$ cat config.mk
export PLATFORM = sky130hd
export DESIGN_NAME = smg_scan_module_flat
export DESIGN_NICKNAME = d
export VERILOG_FILES = /design/src/rtl/smg_pkg.sv /design/src/rtl/smg_scan_if.sv /design/src/rtl/smg_encode_module.sv /design/src/rtl/smg_scan_module.sv /design/src/flat_wrapper.sv
export SDC_FILE = /design/constraint.sdc
export NUM_CORES = 1
export LEC_CHECK = 0
export ABC_AREA = 0
export CAP_MARGIN = 20
export CORE_ASPECT_RATIO = 0.9
export CORE_MARGIN = 5
export CORE_UTILIZATION = 54
export DETAILED_ROUTE_END_ITERATION = 7
export PLACE_DENSITY = 0.79
export SYNTH_ARGS = -nofsm -noshare
export SYNTH_HDL_FRONTEND = slang
export SYNTH_SLANG_ARGS = --single-unit
$ cat constraint.sdc
create_clock -name CLK -period 3.36 [get_ports CLK]
set_clock_uncertainty 0.1 [all_clocks]
set_input_delay 0.504 -clock CLK [delete_from_list [all_inputs] [get_ports CLK]]
set_output_delay 0.504 -clock CLK [all_outputs]
set_load 0.005 [all_outputs]
$ cat src/rtl/smg_pkg.sv
// Shared constants for the six-digit seven-segment scanner.
// Segment codes are {dp,g,f,e,d,c,b,a}, active-low, with dp off.
package smg_pkg;

  localparam int NUM_DIGITS      = 6;
  localparam int DIGIT_W         = 4;
  localparam int IDX_W           = 3;
  localparam int BLANK_MIN_DIGIT = 3;

  typedef logic [IDX_W-1:0] digit_idx_t;

  localparam logic SEG_ON  = 1'b0;
  localparam logic SEG_OFF = 1'b1;
  localparam logic DIG_ON  = 1'b0;
  localparam logic DIG_OFF = 1'b1;

  localparam logic [7:0] SEG_0     = 8'hC0;
  localparam logic [7:0] SEG_1     = 8'hF9;
  localparam logic [7:0] SEG_2     = 8'hA4;
  localparam logic [7:0] SEG_3     = 8'hB0;
  localparam logic [7:0] SEG_4     = 8'h99;
  localparam logic [7:0] SEG_5     = 8'h92;
  localparam logic [7:0] SEG_6     = 8'h82;
  localparam logic [7:0] SEG_7     = 8'hF8;
  localparam logic [7:0] SEG_8     = 8'h80;
  localparam logic [7:0] SEG_9     = 8'h90;
  localparam logic [7:0] SEG_DASH  = 8'hBF;
  localparam logic [7:0] SEG_BLANK = 8'hFF;

  // Active-low one-hot digit enable for the given index.
  function automatic logic [NUM_DIGITS-1:0] digit_sel(input digit_idx_t idx);
    logic [NUM_DIGITS-1:0] sel;
    sel = {NUM_DIGITS{DIG_OFF}};
    for (int i = 0; i < NUM_DIGITS; i++) begin
      if (int'(idx) == i) begin
        sel[i] = DIG_ON;
      end else begin
        sel[i] = DIG_OFF;
      end
    end
    return sel;
  endfunction

endpackage

$ cat src/rtl/smg_scan_if.sv
// Display bus: BCD value in, active-low segment and digit drives out.
interface smg_scan_if;
  import smg_pkg::*;

  logic [DIGIT_W*NUM_DIGITS-1:0] Number_Sig;
  logic [7:0]                    SMG_Data;
  logic [NUM_DIGITS-1:0]         Scan_Sig;

  modport master (output Number_Sig, input SMG_Data, input Scan_Sig);
  modport slave  (input Number_Sig, output SMG_Data, output Scan_Sig);
endinterface

$ cat src/rtl/smg_encode_module.sv
// Combinational BCD-to-segment decoder; non-decimal nibbles show a dash.
module smg_encode_module
  import smg_pkg::*;
(
  input  logic [3:0] nibble,
  input  logic       blank,
  input  logic       dp,
  output logic [7:0] code
);

  // Digit glyph first, then the decimal point overrides bit 7.
  always_comb begin
    code = SEG_BLANK;
    if (blank) begin
      code = SEG_BLANK;
    end else begin
      case (nibble)
        4'd0:    code = SEG_0;
        4'd1:    code = SEG_1;
        4'd2:    code = SEG_2;
        4'd3:    code = SEG_3;
        4'd4:    code = SEG_4;
        4'd5:    code = SEG_5;
        4'd6:    code = SEG_6;
        4'd7:    code = SEG_7;
        4'd8:    code = SEG_8;
        4'd9:    code = SEG_9;
        default: code = SEG_DASH;
      endcase
    end
    code[7] = dp ? SEG_ON : SEG_OFF;
  end

endmodule

$ cat src/rtl/smg_scan_module.sv
// Multiplexed six-digit display scanner with per-frame snapshot of the value,
// optional leading-zero blanking and a fixed decimal point.
module smg_scan_module
  import smg_pkg::*;
#(
  parameter int CLK_FREQ_HZ = 50_000_000,
  parameter int SCAN_HZ     = 1000,
  parameter int DP_POS      = 2,
  parameter int LZB         = 1
) (
  input  logic       CLK,
  input  logic       RSTn,
  smg_scan_if.slave  bus
);

  localparam int TICK_RAW = CLK_FREQ_HZ / SCAN_HZ;
  localparam int TICK_MAX = (TICK_RAW < 2) ? 2 : TICK_RAW;
  localparam int CW       = $clog2(TICK_MAX);
  localparam int SNAP_W   = DIGIT_W * NUM_DIGITS;

  logic [CW-1:0]         cnt_q, cnt_d;
  digit_idx_t            idx_q, idx_d;
  logic [SNAP_W-1:0]     snap_q, snap_d;
  logic [7:0]            seg_q, seg_d;
  logic [NUM_DIGITS-1:0] scan_q, scan_d;

  logic       frame_start;
  logic [3:0] cur_nib;
  logic       cur_blank;
  logic       higher_zero;
  logic       dp_on;
  logic [7:0] enc_code;

  // Tick counter, digit index and frame-start snapshot.
  always_comb begin
    cnt_d       = cnt_q;
    idx_d       = idx_q;
    snap_d      = snap_q;
    frame_start = (cnt_q == CW'(0)) && (idx_q == 3'd0);
    if (frame_start) begin
      snap_d = bus.Number_Sig;
    end else begin
      snap_d = snap_q;
    end
    if (cnt_q == CW'(TICK_MAX - 1)) begin
      cnt_d = CW'(0);
      if (idx_q == 3'(NUM_DIGITS - 1)) begin
        idx_d = 3'd0;
      end else begin
        idx_d = idx_q + 3'd1;
      end
    end else begin
      cnt_d = cnt_q + CW'(1);
      idx_d = idx_q;
    end
  end

  // Walk from the top digit down so a digit is blanked only when it and
  // everything above it is zero.
  always_comb begin
    cur_nib     = 4'd0;
    cur_blank   = 1'b0;
    higher_zero = 1'b1;
    for (int i = NUM_DIGITS - 1; i >= 0; i--) begin
      higher_zero = higher_zero && (snap_q[DIGIT_W*i +: DIGIT_W] == 4'd0);
      if (int'(idx_q) == i) begin
        cur_nib   = snap_q[DIGIT_W*i +: DIGIT_W];
        cur_blank = (LZB == 1) && (i >= BLANK_MIN_DIGIT) && higher_zero;
      end else begin
        cur_blank = cur_blank;
      end
    end
    dp_on = (int'(idx_q) == DP_POS);
  end

  smg_encode_module u_encode (
    .nibble (cur_nib),
    .blank  (cur_blank),
    .dp     (dp_on),
    .code   (enc_code)
  );

  // Output drive follows the index/snapshot with one cycle of latency.
  always_comb begin
    seg_d  = enc_code;
    scan_d = digit_sel(idx_q);
  end

  // State and output registers.
  always_ff @(posedge CLK or negedge RSTn) begin
    if (!RSTn) begin
      cnt_q  <= CW'(0);
      idx_q  <= 3'd0;
      snap_q <= {SNAP_W{1'b0}};
      seg_q  <= SEG_BLANK;
      scan_q <= {NUM_DIGITS{DIG_OFF}};
    end else begin
      cnt_q  <= cnt_d;
      idx_q  <= idx_d;
      snap_q <= snap_d;
      seg_q  <= seg_d;
      scan_q <= scan_d;
    end
  end

  assign bus.SMG_Data = seg_q;
  assign bus.Scan_Sig = scan_q;

endmodule
$ cat src/flat_wrapper.sv
// flat-port wrapper written by rule: the top's interface ports become plain ports
module smg_scan_module_flat import smg_pkg::*;
#(
  parameter int CLK_FREQ_HZ = 50_000_000,
  parameter int SCAN_HZ     = 1000,
  parameter int DP_POS      = 2,
  parameter int LZB         = 1
)
  (CLK, RSTn, bus_Number_Sig, bus_SMG_Data, bus_Scan_Sig);
  smg_scan_if bus_i ();
  input  logic CLK;
  input  logic RSTn;
  input wire logic [$bits(bus_i.Number_Sig)-1:0] bus_Number_Sig;
  output wire logic [$bits(bus_i.SMG_Data)-1:0] bus_SMG_Data;
  output wire logic [$bits(bus_i.Scan_Sig)-1:0] bus_Scan_Sig;
  assign bus_i.Number_Sig = bus_Number_Sig;
  assign bus_SMG_Data = bus_i.SMG_Data;
  assign bus_Scan_Sig = bus_i.Scan_Sig;
  smg_scan_module #(.CLK_FREQ_HZ(CLK_FREQ_HZ), .SCAN_HZ(SCAN_HZ), .DP_POS(DP_POS), .LZB(LZB)) u_core (.CLK(CLK), .RSTn(RSTn), .bus(bus_i));
endmodule
After elaboration in Yosys (flattened, before gate mapping)
Memories as Yosys holds them, arrays and structs flattened.
Cells that the tools add are included.

storage, ports and cells
  logic and storage cells = 45
  memory bits (read-only) = 112
  output and inout bits = 14
  register bits = 57
  input bits = 26
  memories = 1

operators by class
  equality and inequality tests = 7
  add/subtract/negate cells = 2
  multiplexer cells = 21
  reduce and logical (&&, ||, !) cells = 9

memory list
  name              depth  width  read ports  clocked after Yosys merged registers in  write ports  line                     RTL
  (name not given)  16     7      1           0                                        0            smg_encode_module.sv:17  case (nibble)

operators with widths
  kind                                           count
  2-to-1 mux 4 bit                               6
  adder 16 x 1 -> 16 bit, second input constant  1
  == test 16 bit, second input constant          1
  logical NOT 16 bit                             1
  2-to-1 mux 16 bit                              1
  == test 3 bit, second input constant           5
  logical NOT 4 bit                              3
  2-to-1 mux 1 bit                               12
  2-to-1 mux 7 bit                               1
  logical NOT 3 bit                              2
  adder 3 x 1 -> 3 bit, second input constant    1
  == test 3 x 2 -> 1 bit, second input constant  1
  logical AND 1 bit                              3
  2-to-1 mux 3 bit                               1

Logic depth before layout (Yosys ltp)
An unclocked memory read counts as a cell.

  depth after elaboration = 9
  depth in mapped cells = 12
  gate-level depth less buffers = 9

Modules after synthesis
From an unflattened synthesis, not the netlist that was laid out.

unflattened totals
  cell total of the unflattened synthesis = 241
  area total of the unflattened synthesis = 2720.1 µm²

by module, submodules not included
  module             sequential area each (µm²)  area an instance (µm²)  instances  cells each
  smg_scan_module    1443.9                      2481.1                  1          205
  smg_encode_module  0.0                         239.0                   1          36

Worst setup path after synthesis
OpenSTA, ideal clock, no wires.

  path kind = flip-flop to flip-flop
  start point = reg u_core.idx_q[0]
  end point = reg u_core.seg_q[3] (netlist: u_core.bus.SMG_Data[3])
  library setup time = 106 ps
  arrival time = 2372 ps
  clock period less this slack = 2579 ps
  data required time = 3154 ps
  buffers on the path = 3
  path slack = 781 ps
  cell stages (with the launch flop) = 13
  path through = dfrtp_1 > buf_6 > clkbuf_8 > and2_1 > ha_1 > bufbuf_16 > o2bb2ai_1 > a211oi_2 > o22ai_2 > ha_1 > inv_1 > o21ai_0 > o2111ai_1

on the way
  cells in the longest elaborated chain, start to end = 9
  elaborated cells on any way between the ends = 20
  those cells by class = eq/ne: 5; mux: 13; reduce/logical: 1; memory: 1

ends and longest elaborated chain
  what                            line                     RTL
  start: declaration              smg_scan_module.sv:22    digit_idx_t idx_q, idx_d;
  start signal: assignment        smg_scan_module.sv:99    idx_q <= idx_d;
  == test 3 bit                   smg_scan_module.sv:66    if (int'(idx_q) == i) begin
  2-to-1 mux 4 bit (6 in series)  smg_scan_module.sv:66
  memory read (16 x 7 bit)        --
  2-to-1 mux 7 bit *              smg_encode_module.sv:14  if (blank) begin
  net u_core.enc_code[3]          smg_scan_module.sv:32    logic [7:0] enc_code;
  end signal: assignment          smg_scan_module.sv:101   seg_q <= seg_d;
  end: declaration                smg_scan_module.sv:24    logic [7:0] seg_q, seg_d;

The timed path passes the listed nets; every way through them passes the cells marked *.
A chain may end at the register's enable or synchronous reset.

Worst setup path in the final report
  start point = reg u_core.idx_q[2]
  end point = reg u_core.seg_q[3] (netlist: u_core.bus.SMG_Data[3])

Same word-level chain as after synthesis.

==> results.yml <==
layout:
  drive_above_1_share: 0.247
  n_antenna_cell: 0
  area_delta_synth_final_pct: 17.5
  nets: 300
drt:
  vias: 1876
  ant_nets: 0
  first_pass_iters: 4
  routed_wl_mm: 5.11
  drt_iter0_markers: 119
  wl_per_cell_um: 15.2
  vias_per_cell: 5.58
  drc: 0
clocking:
  worstSkewPairLatency_ps: 310
  cts_root_buf: "clkbuf_8"
  cts_htree_levels: 2
  ctsHoldBuffers: 0
  cts_resized: 0
  post_cts_buffers: 0
  cts.path.max_buffers: 2
  clk_pin_slew_ps: 90
  clock-sinks: 56
  cts_made_buffers: 5
  tritoncts: "yes"
setup_path:
  crit_family: "compound AO/OA/AOI/OAI gates"
  cp-end-kind: "register"
  crit_required_ps: 3460
  crit_slowest_cell: "dfrtp_1"
  ff2ff_path_depth: 9
  worst_path_most_repeated_cell: "ha_1"
  worst_setup_path_start_kind: "register"
  path_buf_inv: 2
  ff2ff_setup_slack_ps: 470
  path_max_fanout: 14
  critPathArrivalTime_ps: 2980
  rr_endpoint: "u_core.bus.SMG_Data[3]$_DFF_PN1_"
  worstPathCellList: "clkinv_1, ha_1, o2bb2ai_1, a211oi_2, o22ai_2, ha_1, inv_1, o21ai_0, o2111ai_1"
  r2r-start: "u_core.idx_q[2]$_DFFE_PN0N_"
  crit_type: "reg -> reg"
  max_stage_delay_ps: 630
die:
  fp.coreArea_mm2: 0.00489
  die_area_mm2: 0.00663
  die_w_um: 85.3
  die_y_um: 77.8
  pin_count: 40
  num_rows: 24
  start_util: 0.563
yosys:
  yosysSeqAreaShare: 0.515
  synth_seq_cells: 56
  synthCells: 228
  ys_types: 53
  ys.flop_type: "dfrtp_1"
  synth.yosys.warnings: 0
  synth_top_area_share: 0.391
  synthTopCellsByArea: "dfrtp_1, mux2_2, dfstp_2"
  synth_area_mm2: 0.00276
  netlist_top_cells_count: "dfrtp_1, mux2_2, nor2_1, nand2_1, dfstp_2"
  yosysMostFrequentCell: "dfrtp_1"
  synth_fp_nets: 258
  yosysTopAreaCell: "dfrtp_1"
  syn_avg_cell_area_um2: 12.1
  async_flop_share: 1.00
  synth_edf_count: 0
power:
  leakage_nw: 1.30
  power.density_mw_per_mm2: 367
  peakVddDrop_mv: 0.226
global_routing:
  grt_antenna_before_repair: 0
  grtUsageMet1: 0.232
  top_usage_layer: "met2"
  grt_max_degree: 26
  grt_pass1_wl_mm: 8.52
  met3_usage: 0.0371
  first_global_vias: 1783
  grt_usage: 0.160
  met2_usage: 0.235
  gr-total-overflow: 0
sta:
  timing.final.crit_share: 0.859
  setup_viol: 0
  hold_slack_ps: 71.8
  worstMarginPinSlew_ps: 648
  maxSlewViolCount: 0
  fmax_mhz: 346
  rsz0062_at_grt: "no"
  max-slew-margin-rel: 0.565
  hold_viol_final: 0
  final.setup.tns_ps: 0
  min_period_ps: 2890
run_status:
  status: "finished, final reports clean"
placed_design:
  gp_congestion: 0.828
  hpwl_mm: 3.76
  io_buffers: 39
flow_run:
  maxCapViolations: 0
worst_hold_path:
  hp-class: "in -> async"
cells by family (layout without fill, tap and decap cells):
family	after synthesis	after routing	synth area share
AO/OA/AOI/OAI	35	35	0.0949
XOR/XNOR	14	14	0.0445
adder cells (fa/ha/maj)	4	4	0.0182
buffers and inverters	15	58	0.0486
flip-flops	56	56	0.515
multiplexers	34	34	0.139
AND/OR/NAND/NOR	70	70	0.140
cell usage in the layout, fill, tap and decap left out, types with 4 or more instances in the layout:
master	instances
dfrtp_1	43
clkdlybuf4s50_1	38
mux2_2	31
nor2_1	16
nand2_1	14
dfstp_2	13
nand3_1	11
xor2_1	8
xnor2_1	6
a22oi_1	6
a21oi_1	6
clkbuf_8	6
inv_1	5
nor3_1	5
buf_4	5
nor4_1	4
ha_1	4
state kept, by name, summed over array words and instances, names as in the netlist:
signal,flops
u_core.cnt_q,16
u_core.bus.Scan_Sig,6
u_core.idx_q,3
u_core.bus.SMG_Data,7
u_core.snap_q,24
routing by layer:
| layer | part of all wire | wire [um] |
|---|---|---|
| met4 | 0.017 | 89 |
| met3 | 0.055 | 282 |
| met5 | 0 | 0 |
| met2 | 0.45 | 2300 |
| met1 | 0.48 | 2440 |
worst reg2reg max path: stages, from the launching register on:
cell and delay (ps):
dfrtp_1 630, clkinv_1 310, ha_1 400, o2bb2ai_1 210, a211oi_2 240, o22ai_2 170, ha_1 340, inv_1 40
o21ai_0 180, o2111ai_1 150
worst max path at each step:
stage	from	endpoint	slack, ps	cells after the start
3_5_place_dp	u_core.idx_q[2]$_DFFE_PN0N_	u_core.bus.SMG_Data[3]$_DFF_PN1_	520	9
6_report	u_core.idx_q[2]$_DFFE_PN0N_	u_core.bus.SMG_Data[3]$_DFF_PN1_	470	9
2_1_floorplan	u_core.idx_q[0]$_DFFE_PN0N_	u_core.bus.SMG_Data[3]$_DFF_PN1_	780	12
4_1_cts	u_core.idx_q[2]$_DFFE_PN0N_	u_core.bus.SMG_Data[3]$_DFF_PN1_	500	9
3_3_place_gp	u_core.idx_q[2]$_DFFE_PN0N_	u_core.bus.SMG_Data[3]$_DFF_PN1_	720	9
5_1_grt	u_core.idx_q[2]$_DFFE_PN0N_	u_core.bus.SMG_Data[3]$_DFF_PN1_	280	9
power breakdown:
part | internal (mW) | switching [mW]
registers | 0.700 | 0.0120
clock network | 0.169 | 0.205
logic | 0.0625 | 0.0395
total | 0.931 | 0.257
cell type report:
cell class / count / area, um2
Fill cell: 376 / 1660
Sequential cell: 56 / 1420
Multi-Input combinational cell: 157 / 1200
Timing Repair Buffer: 44 / 423
Clock buffer: 8 / 90.1
Tap cell: 65 / 81.3
Inverter: 6 / 22.5
per-stage QoR:
| stage | utilization | cells | setup slack (ps) | area, um2 | total power, mW |
|---|---|---|---|---|---|
| after floorplan | - | 228 | 781 | 2760 | 0.760 |
| after global placement | 0.643 | 328 | 718 | 3150 | 0.825 |
| after detailed placement | 0.643 | 328 | 521 | 3150 | 0.828 |
| after CTS | 0.662 | 336 | 497 | 3240 | 1.20 |
| after global routing | 0.662 | 336 | 282 | 3240 | 1.24 |
| final | 0.662 | 336 | 473 | 3240 | 1.19 |
No activity file was read; power rests on OpenSTA's default activity.
